$ cat src/rtl/cpu_bus_master.sv
// HD6301-style CPU bus initiator: turns valid/ready host requests into E/AS/RW bus cycles with idle dummy reads.
// Optional IRQ synchroniser and sticky pending flag enabled by defining CPU_BUS_IRQ_SYNC_EN.
module cpu_bus_master #(
  parameter int          PHASE_CYCLES = 2,
  parameter logic [15:0] IDLE_ADDR    = 16'hFFFF
) (
  input  logic        CLK_IN,
  input  logic        RST_IN,
  input  logic        REQ_VALID_IN,
  output logic        REQ_READY_OUT,
  input  logic        REQ_RW_IN,
  input  logic [15:0] REQ_ADDR_IN,
  input  logic [7:0]  REQ_WDATA_IN,
  output logic        RSP_VALID_OUT,
  output logic [7:0]  RSP_RDATA_OUT,
  output logic        E_OUT,
  output logic        AS_OUT,
  output logic        RW_OUT,
  output logic [7:0]  CPU_P4_OUT,
  output logic [7:0]  CPU_P3_OUT,
  input  logic [7:0]  CPU_P3_IN,
  output logic        CPU_P3_IOM,
  input  logic        IRQ_IN,
  output logic        IRQ_PEND_OUT,
  input  logic        IRQ_ACK_IN
);

  localparam int CNT_W = (PHASE_CYCLES > 1) ? $clog2(PHASE_CYCLES) : 1;
  localparam logic [CNT_W-1:0] CNT_LAST = CNT_W'(PHASE_CYCLES - 1);

  typedef enum logic [1:0] {PH_ADDR, PH_LATCH, PH_DATA} phase_t;

  phase_t           phase, phase_nx;
  logic [CNT_W-1:0] cnt, cnt_nx;
  logic             cyc_real, cyc_real_nx;
  logic             cyc_rw, cyc_rw_nx;
  logic [15:0]      cyc_addr, cyc_addr_nx;
  logic [7:0]       cyc_wdata, cyc_wdata_nx;
  logic             boundary, hs;
  logic             e_nx, as_nx, rw_nx, iom_nx, ready_nx;
  logic [7:0]       p4_nx, p3_nx;

  assign boundary = (phase == PH_DATA) && (cnt == CNT_LAST);
  assign hs       = REQ_VALID_IN && REQ_READY_OUT;

  // Reset parks the position at the end of a DATA phase so the first edge after release opens an idle cycle.
  always_ff @(posedge CLK_IN or posedge RST_IN) begin
    if (RST_IN) begin
      phase         <= PH_DATA;
      cnt           <= CNT_LAST;
      cyc_real      <= 1'b0;
      E_OUT         <= 1'b0;
      AS_OUT        <= 1'b0;
      RW_OUT        <= 1'b1;
      CPU_P4_OUT    <= 8'h00;
      CPU_P3_OUT    <= 8'h00;
      CPU_P3_IOM    <= 1'b0;
      REQ_READY_OUT <= 1'b0;
      RSP_VALID_OUT <= 1'b0;
      RSP_RDATA_OUT <= 8'h00;
    end else begin
      phase         <= phase_nx;
      cnt           <= cnt_nx;
      cyc_real      <= cyc_real_nx;
      E_OUT         <= e_nx;
      AS_OUT        <= as_nx;
      RW_OUT        <= rw_nx;
      CPU_P4_OUT    <= p4_nx;
      CPU_P3_OUT    <= p3_nx;
      CPU_P3_IOM    <= iom_nx;
      REQ_READY_OUT <= ready_nx;
      RSP_VALID_OUT <= boundary && cyc_real;
      if (boundary && cyc_real)
        RSP_RDATA_OUT <= cyc_rw ? CPU_P3_IN : 8'h00;
    end
  end

  always_ff @(posedge CLK_IN) begin
    cyc_rw    <= cyc_rw_nx;
    cyc_addr  <= cyc_addr_nx;
    cyc_wdata <= cyc_wdata_nx;
  end

  always_comb begin
    phase_nx     = phase;
    cnt_nx       = cnt + 1'b1;
    cyc_real_nx  = cyc_real;
    cyc_rw_nx    = cyc_rw;
    cyc_addr_nx  = cyc_addr;
    cyc_wdata_nx = cyc_wdata;
    if (cnt == CNT_LAST) begin
      cnt_nx = '0;
      case (phase)
        PH_ADDR:  phase_nx = PH_LATCH;
        PH_LATCH: phase_nx = PH_DATA;
        default:  phase_nx = PH_ADDR;
      endcase
    end
    if (boundary) begin
      if (hs) begin
        cyc_real_nx  = 1'b1;
        cyc_rw_nx    = REQ_RW_IN;
        cyc_addr_nx  = REQ_ADDR_IN;
        cyc_wdata_nx = REQ_WDATA_IN;
      end else begin
        cyc_real_nx  = 1'b0;
        cyc_rw_nx    = 1'b1;
        cyc_addr_nx  = IDLE_ADDR;
        cyc_wdata_nx = 8'h00;
      end
    end
  end

  // Pin values are computed for the upcoming position so every output is a flop.
  always_comb begin
    e_nx     = (phase_nx == PH_DATA);
    as_nx    = (phase_nx == PH_ADDR);
    rw_nx    = cyc_rw_nx;
    p4_nx    = cyc_addr_nx[15:8];
    p3_nx    = cyc_addr_nx[7:0];
    iom_nx   = 1'b1;
    ready_nx = (phase_nx == PH_DATA) && (cnt_nx == CNT_LAST);
    if (phase_nx == PH_DATA) begin
      if (cyc_rw_nx) iom_nx = 1'b0;
      else           p3_nx  = cyc_wdata_nx;
    end
  end

`ifdef CPU_BUS_IRQ_SYNC_EN
  logic irq_s1, irq_s2;

  // A synchronised low level re-sets the flag on the same edge an ack would clear it, so set wins.
  always_ff @(posedge CLK_IN or posedge RST_IN) begin
    if (RST_IN) begin
      irq_s1       <= 1'b1;
      irq_s2       <= 1'b1;
      IRQ_PEND_OUT <= 1'b0;
    end else begin
      irq_s1       <= IRQ_IN;
      irq_s2       <= irq_s1;
      IRQ_PEND_OUT <= !irq_s2 || (IRQ_PEND_OUT && !IRQ_ACK_IN);
    end
  end
`else
  wire unused_irq = IRQ_IN ^ IRQ_ACK_IN;
  assign IRQ_PEND_OUT = 1'b0;
`endif

endmodule

$ cat config.mk
export PLATFORM = sky130hd
export DESIGN_NAME = cpu_bus_master
export DESIGN_NICKNAME = d
export VERILOG_FILES = /design/src/rtl/cpu_bus_master.sv
export SDC_FILE = /design/constraint.sdc
export NUM_CORES = 1
export LEC_CHECK = 0
export ABC_CLOCK_PERIOD_IN_PS = 2200
export BUFFER_PORTS_ARGS = -buffer_cell sky130_fd_sc_hd__buf_2
export CELL_PAD_IN_SITES_DETAIL_PLACEMENT = 1
export CELL_PAD_IN_SITES_GLOBAL_PLACEMENT = 2
export CORE_UTILIZATION = 29
export CTS_CLUSTER_DIAMETER = 50
export DETAILED_ROUTE_END_ITERATION = 7
export GPL_TIMING_DRIVEN = 0
export PLACE_DENSITY = 0.87
export SYNTH_ARGS = -nofsm -noshare
export SYNTH_HDL_FRONTEND = slang
export SYNTH_SLANG_ARGS = --single-unit
export TNS_END_PERCENT = 20
$ cat constraint.sdc
create_clock -name CLK_IN -period 2.2 [get_ports CLK_IN]
set_clock_uncertainty 0.2 [all_clocks]
set_input_delay 0.44 -clock CLK_IN [delete_from_list [all_inputs] [get_ports CLK_IN]]
set_output_delay 0.44 -clock CLK_IN [all_outputs]
set_load 0.02 [all_outputs]
-- Yosys cells after proc, flatten, opt, wreduce, memory -nomap -nowiden
Index checks and enable logic that the tools add are counted.
- output and inout bits: 31
- register bits: 59
- input port bits: 38
- logic and storage cells: 40
- mux-type cells: 15
- reductions and logical operators: 6
- add/subtract/negate cells: 1
- equal/unequal tests: 3
- operators by type and width (operator ; number):
    two-way mux 8 bit ; 5
    two-way mux 16 bit ; 2
    two-way mux 1 bit ; 6
    == test 2 bit (second input constant) ; 2
    logical AND 1 bit ; 4
    zero test 2 bit ; 2
    one-hot mux 2 bit (2 select lines) ; 1
    == test 2 x 1 -> 1 bit (second input constant) ; 1
    two-way mux 2 bit ; 1
    adder 1 bit (second input constant) ; 1

-- Longest topological paths before layout
- depth in word-level cells: 5
- gate-level depth with buffers: 6

-- Worst setup path after synthesis
No wires, ideal clock.
- path kind: register to register
- from: register phase[1]
- to: register CPU_P3_OUT[1]
- path buffers: 1
- path slack: 0.343 ns
- cell stages (with the launch flop): 5
- data arrival time: 1.517 ns
- cells stage by stage: dfstp_2 -> or3b_1 -> buf_6 -> a2111oi_0 -> a211oi_1
- word-level cells in the longest chain between the ends: 5
- elaborated cells between the ends (all ways): 12
- RTL lines (what ; RTL line ; text):
    start: declaration ; 33 ; phase_t phase, phase_nx;
    start signal: assignment ; 62 ; phase <= phase_nx;
    == test 2 x 1 -> 1 bit (tied with other cells) ; 93 ; case (phase)
    one-hot mux 2 bit (2 select lines) / logical AND 1 bit (equally long branches) ; 93, 43 ;
    two-way mux 2 bit (tied with other cells) ; 91 ; if (cnt == CNT_LAST) begin
    == test 2 bit / two-way mux 8 bit (equally long branches) ; 123, 124 ;
    two-way mux 8 bit (*) ; 123 ; if (phase_nx == PH_DATA) begin
    net p3_nx[1] ; 41 ; logic [7:0] p4_nx, p3_nx;
    end signal: assignment ; 69 ; CPU_P3_OUT <= p3_nx;
    end: declaration ; 20 ; output logic [7:0] CPU_P3_OUT,
The timed path passes the listed nets; every way through them passes the cells marked *.
A chain may end at the register's enable or synchronous reset.

-- Final worst setup path
- from: register phase[1]
- to: register CPU_P3_OUT[3]
Same word-level chain as after synthesis.

==> flow_summary.yaml <==
cts:
  clk_pin_slew_ns: 0.07
  cts_num_sinks: 59
  numCtsBuffers: 9
  root_buffer: "clkbuf_8"
  h-tree-depth: 3
  cts_tree: "done"
  clk_latency_ns: 0.34
  clockBufferDepth: 2
cells_and_area:
  final_util_pct: 40.29
  drive_above_1_share_pct: 31.19
  instances_no_fill: 391
  mostFrequentLayoutCells: "buf_2 (67), nand2_1 (54), dfrtp_1 (31)"
  seq_area_um2: 1355
  n_antenna_cell: 0
  final_common_cell: "buf_2"
  multi_input_area_um2: 665.6
  nets: 328
  area_growth_pct: 31.91
  num-fill-cells: 843
sta:
  hold_viol_final: 0
  period_share_pct: 94.88
  relSlewSlack_pct: 41.00
  finalSetupTns_ns: 0
  tightestPinTransition_ns: 0.8841
  fmax_mhz: 479.1
  fin_crit_ns: 2.087
  slew_viol_final: 0
  setup_viol: 0
  rsz0062_at_grt: "no"
power_and_ir_drop:
  p_clk_share_pct: 42.4
  power_frac_seq_pct: 50.2
  p_int_mw: 1.749
  pwr-share-comb_pct: 7.4
  ir_drop_v: 0.0002896
  p_switching_uw: 548.0
  cellLeakagePower_nw: 1.314
  swShare_pct: 23.86
  power.density_nw_per_um2: 825.4
grt:
  antenna_found_initial: 0
  grt-busiest-layer: "met2"
  use_met3_pct: 3.412
  grt_overflow: 0
  grt_pass1_wl_um: 8625
  grt_util_all_layers_pct: 15.60
  grt_use_met2_pct: 24.29
  met1_usage_pct: 19.80
  grt_max_degree: 22
  grt_pass1_vias: 1765
worst_hold_path:
  hold_class: "in2async"
logic_synthesis:
  ys_seq_area_share_pct: 64.23
  synth_area_um2: 2110
  avgSynthCellArea_um2: 9.904
  ys_types: 27
  synth_nets: 251
  yosys_warnings: 0
  netlist_instances: 213
  synth_seq_cells: 59
route:
  first_pass_iters: 4
  ant_nets: 0
  route.detailed.drc: 0
  vias_per_cell: 4.381
  totalWireLength_um: 5245
  num_vias: 1713
  drtIter0Drc: 57
  wl_per_cell_um: 13.41
setup_path:
  critical_path.max_fanout: 10
  setup.worst_path.end: "CPU_P3_OUT[3]"
  r2r_start: "phase[1]"
  setup.worst_path.start: "phase[1]"
  required_ns: 2.19
  crit_type: "reg2reg"
  worst_setup_path_end_kind: "register"
  r2r_cells: 4
  crit_arrival_ns: 2.08
  startpoint_type: "register"
  regToRegEndpoint: "CPU_P3_OUT[3]"
  rrSetupSlack_ns: 0.11
floorplanning:
  start_util_pct: 30.54
  core-area_um2: 6907
  die_y_um: 87.29
  placementRows: 30
  die_w_um: 87.29
  fp.dieArea_um2: 7620
  io_pins: 69
placement:
  port_buffers: 65
  placed_cells: 375
  hpwl_um: 3661
  globalplace.congestion: 0.7646
job:
  cap_violations: 0
status:
  status: "completed"
==> Yosys cell counts <==
| library cell | n | area [um2] |
|---|---|---|
| nand4b_1 | 1 | 8.760 |
| a211o_1 | 1 | 8.760 |
| dfrtp_1 | 31 | 775.7 |
| a2111oi_0 | 7 | 61.31 |
| clkbuf_1 | 11 | 41.29 |
| mux2_2 | 1 | 11.26 |
| buf_2 | 2 | 10.01 |
| dfstp_2 | 3 | 78.83 |
| and3b_1 | 1 | 8.760 |
| or3b_1 | 1 | 8.760 |
| buf_6 | 1 | 11.26 |
| nand2b_1 | 1 | 6.260 |
| nor3_1 | 7 | 35.03 |
| buf_4 | 1 | 7.510 |
| nor2_1 | 16 | 60.06 |
| conb_1 | 1 | 3.750 |
| a211oi_1 | 7 | 52.55 |
| a21o_4 | 1 | 15.01 |
| nand3b_1 | 2 | 15.01 |
| o211ai_1 | 1 | 7.510 |
| a21oi_1 | 1 | 5.000 |
| nand2_1 | 54 | 202.7 |
| dfxtp_1 | 25 | 500.5 |
| o21ai_0 | 21 | 105.1 |
| inv_1 | 6 | 22.52 |
| and2_1 | 1 | 6.260 |
| nand3_1 | 8 | 40.04 |
==> through the flow <==
| step | power (mW) | setup slack [ns] | area [um2] | hold slack, ns |
|---|---|---|---|---|
| 3_3_place_gp | 1.337 | 0.05744 | 2555 | 0.2166 |
| 2_1_floorplan | 1.263 | 0.3430 | 2110 | 0.2085 |
| 5_1_grt | 2.405 | 0.01230 | 2783 | 0.1371 |
| 4_1_cts | 2.331 | 0.05540 | 2776 | 0.1073 |
| 6_report | 2.297 | 0.1125 | 2783 | 0.08279 |
| 3_5_place_dp | 1.350 | 0.07409 | 2582 | 0.2255 |
==> cell type report <==
cell class                      count  share of cell area (%)
Clock inverter                      5                   1.888
Timing Repair Buffer               66                   12.68
Buffer                             15                   2.608
Multi-Input combinational cell    133                   23.92
Tap cell                           96                   4.317
Sequential cell                    59                   48.70
Inverter                            6                  0.8094
Clock buffer                       11                   5.081
==> kinds of logic (layout without fill, tap and decap cells) <==
logic type             after synthesis  after routing  synth area share, %
AOI/OAI and AO/OA                   39             39                12.10
buffers and inverters               21            103                4.389
DFF                                 59             59                64.23
muxes                                1              1               0.5338
other                                1              1               0.1778
and+or+nand+nor                     92             92                18.56
==> critical path, stage by stage, from the launching register on <==
cell       delay, ns
dfstp_2         0.61
or3b_1          0.39
buf_6           0.16
a2111oi_1       0.47
a211oi_1        0.11
==> worst min-delay path by stage <==
stage                       end  slack [ns]  depth (start not counted)
3_5_place_dp       cyc_addr[15]        0.23                          2
4_1_cts        RSP_RDATA_OUT[5]        0.11                          2
2_1_floorplan      cyc_addr[10]        0.21                          2
3_3_place_gp       cyc_addr[11]        0.22                          2
5_1_grt            cyc_wdata[2]        0.14                          3
6_report          CPU_P3_OUT[2]        0.08                          2
==> metal layers <==
layer / vias to the layer above / share of wire, % / wire (um)
li1: 861 / - / -
met1: 805 / 47 / 2445
met2: 39 / 48 / 2496
met3: 8 / 3.6 / 191
met4: 0 / 2.1 / 112
met5: - / 0 / 0
==> state kept, by name, summed over array words and instances, names as in the netlist, 2 cells and up <==
name / cells
CPU_P3_OUT: 8
phase: 2
CPU_P4_OUT: 8
cyc_addr: 16
cyc_wdata: 8
RSP_RDATA_OUT: 8
==> power groups by stage <==
stage	combinational [mW]	sequential (mW)	clock [mW]
floorplan	0.0521	1.21	0
global placement	0.164	1.17	0
detailed placement	0.174	1.18	0
CTS	0.174	1.15	1.00
global route	0.193	1.16	1.05
finish	0.170	1.15	0.973
==> what timing repair did <==
item,CTS,global route
endpoints found under the setup margin,0,7
setup buffers,0,0
endpoints found under the hold margin,0,0
gates resized for setup,0,7
hold buffers,0,0
Note: power is estimated with default switching activity, not from simulation.
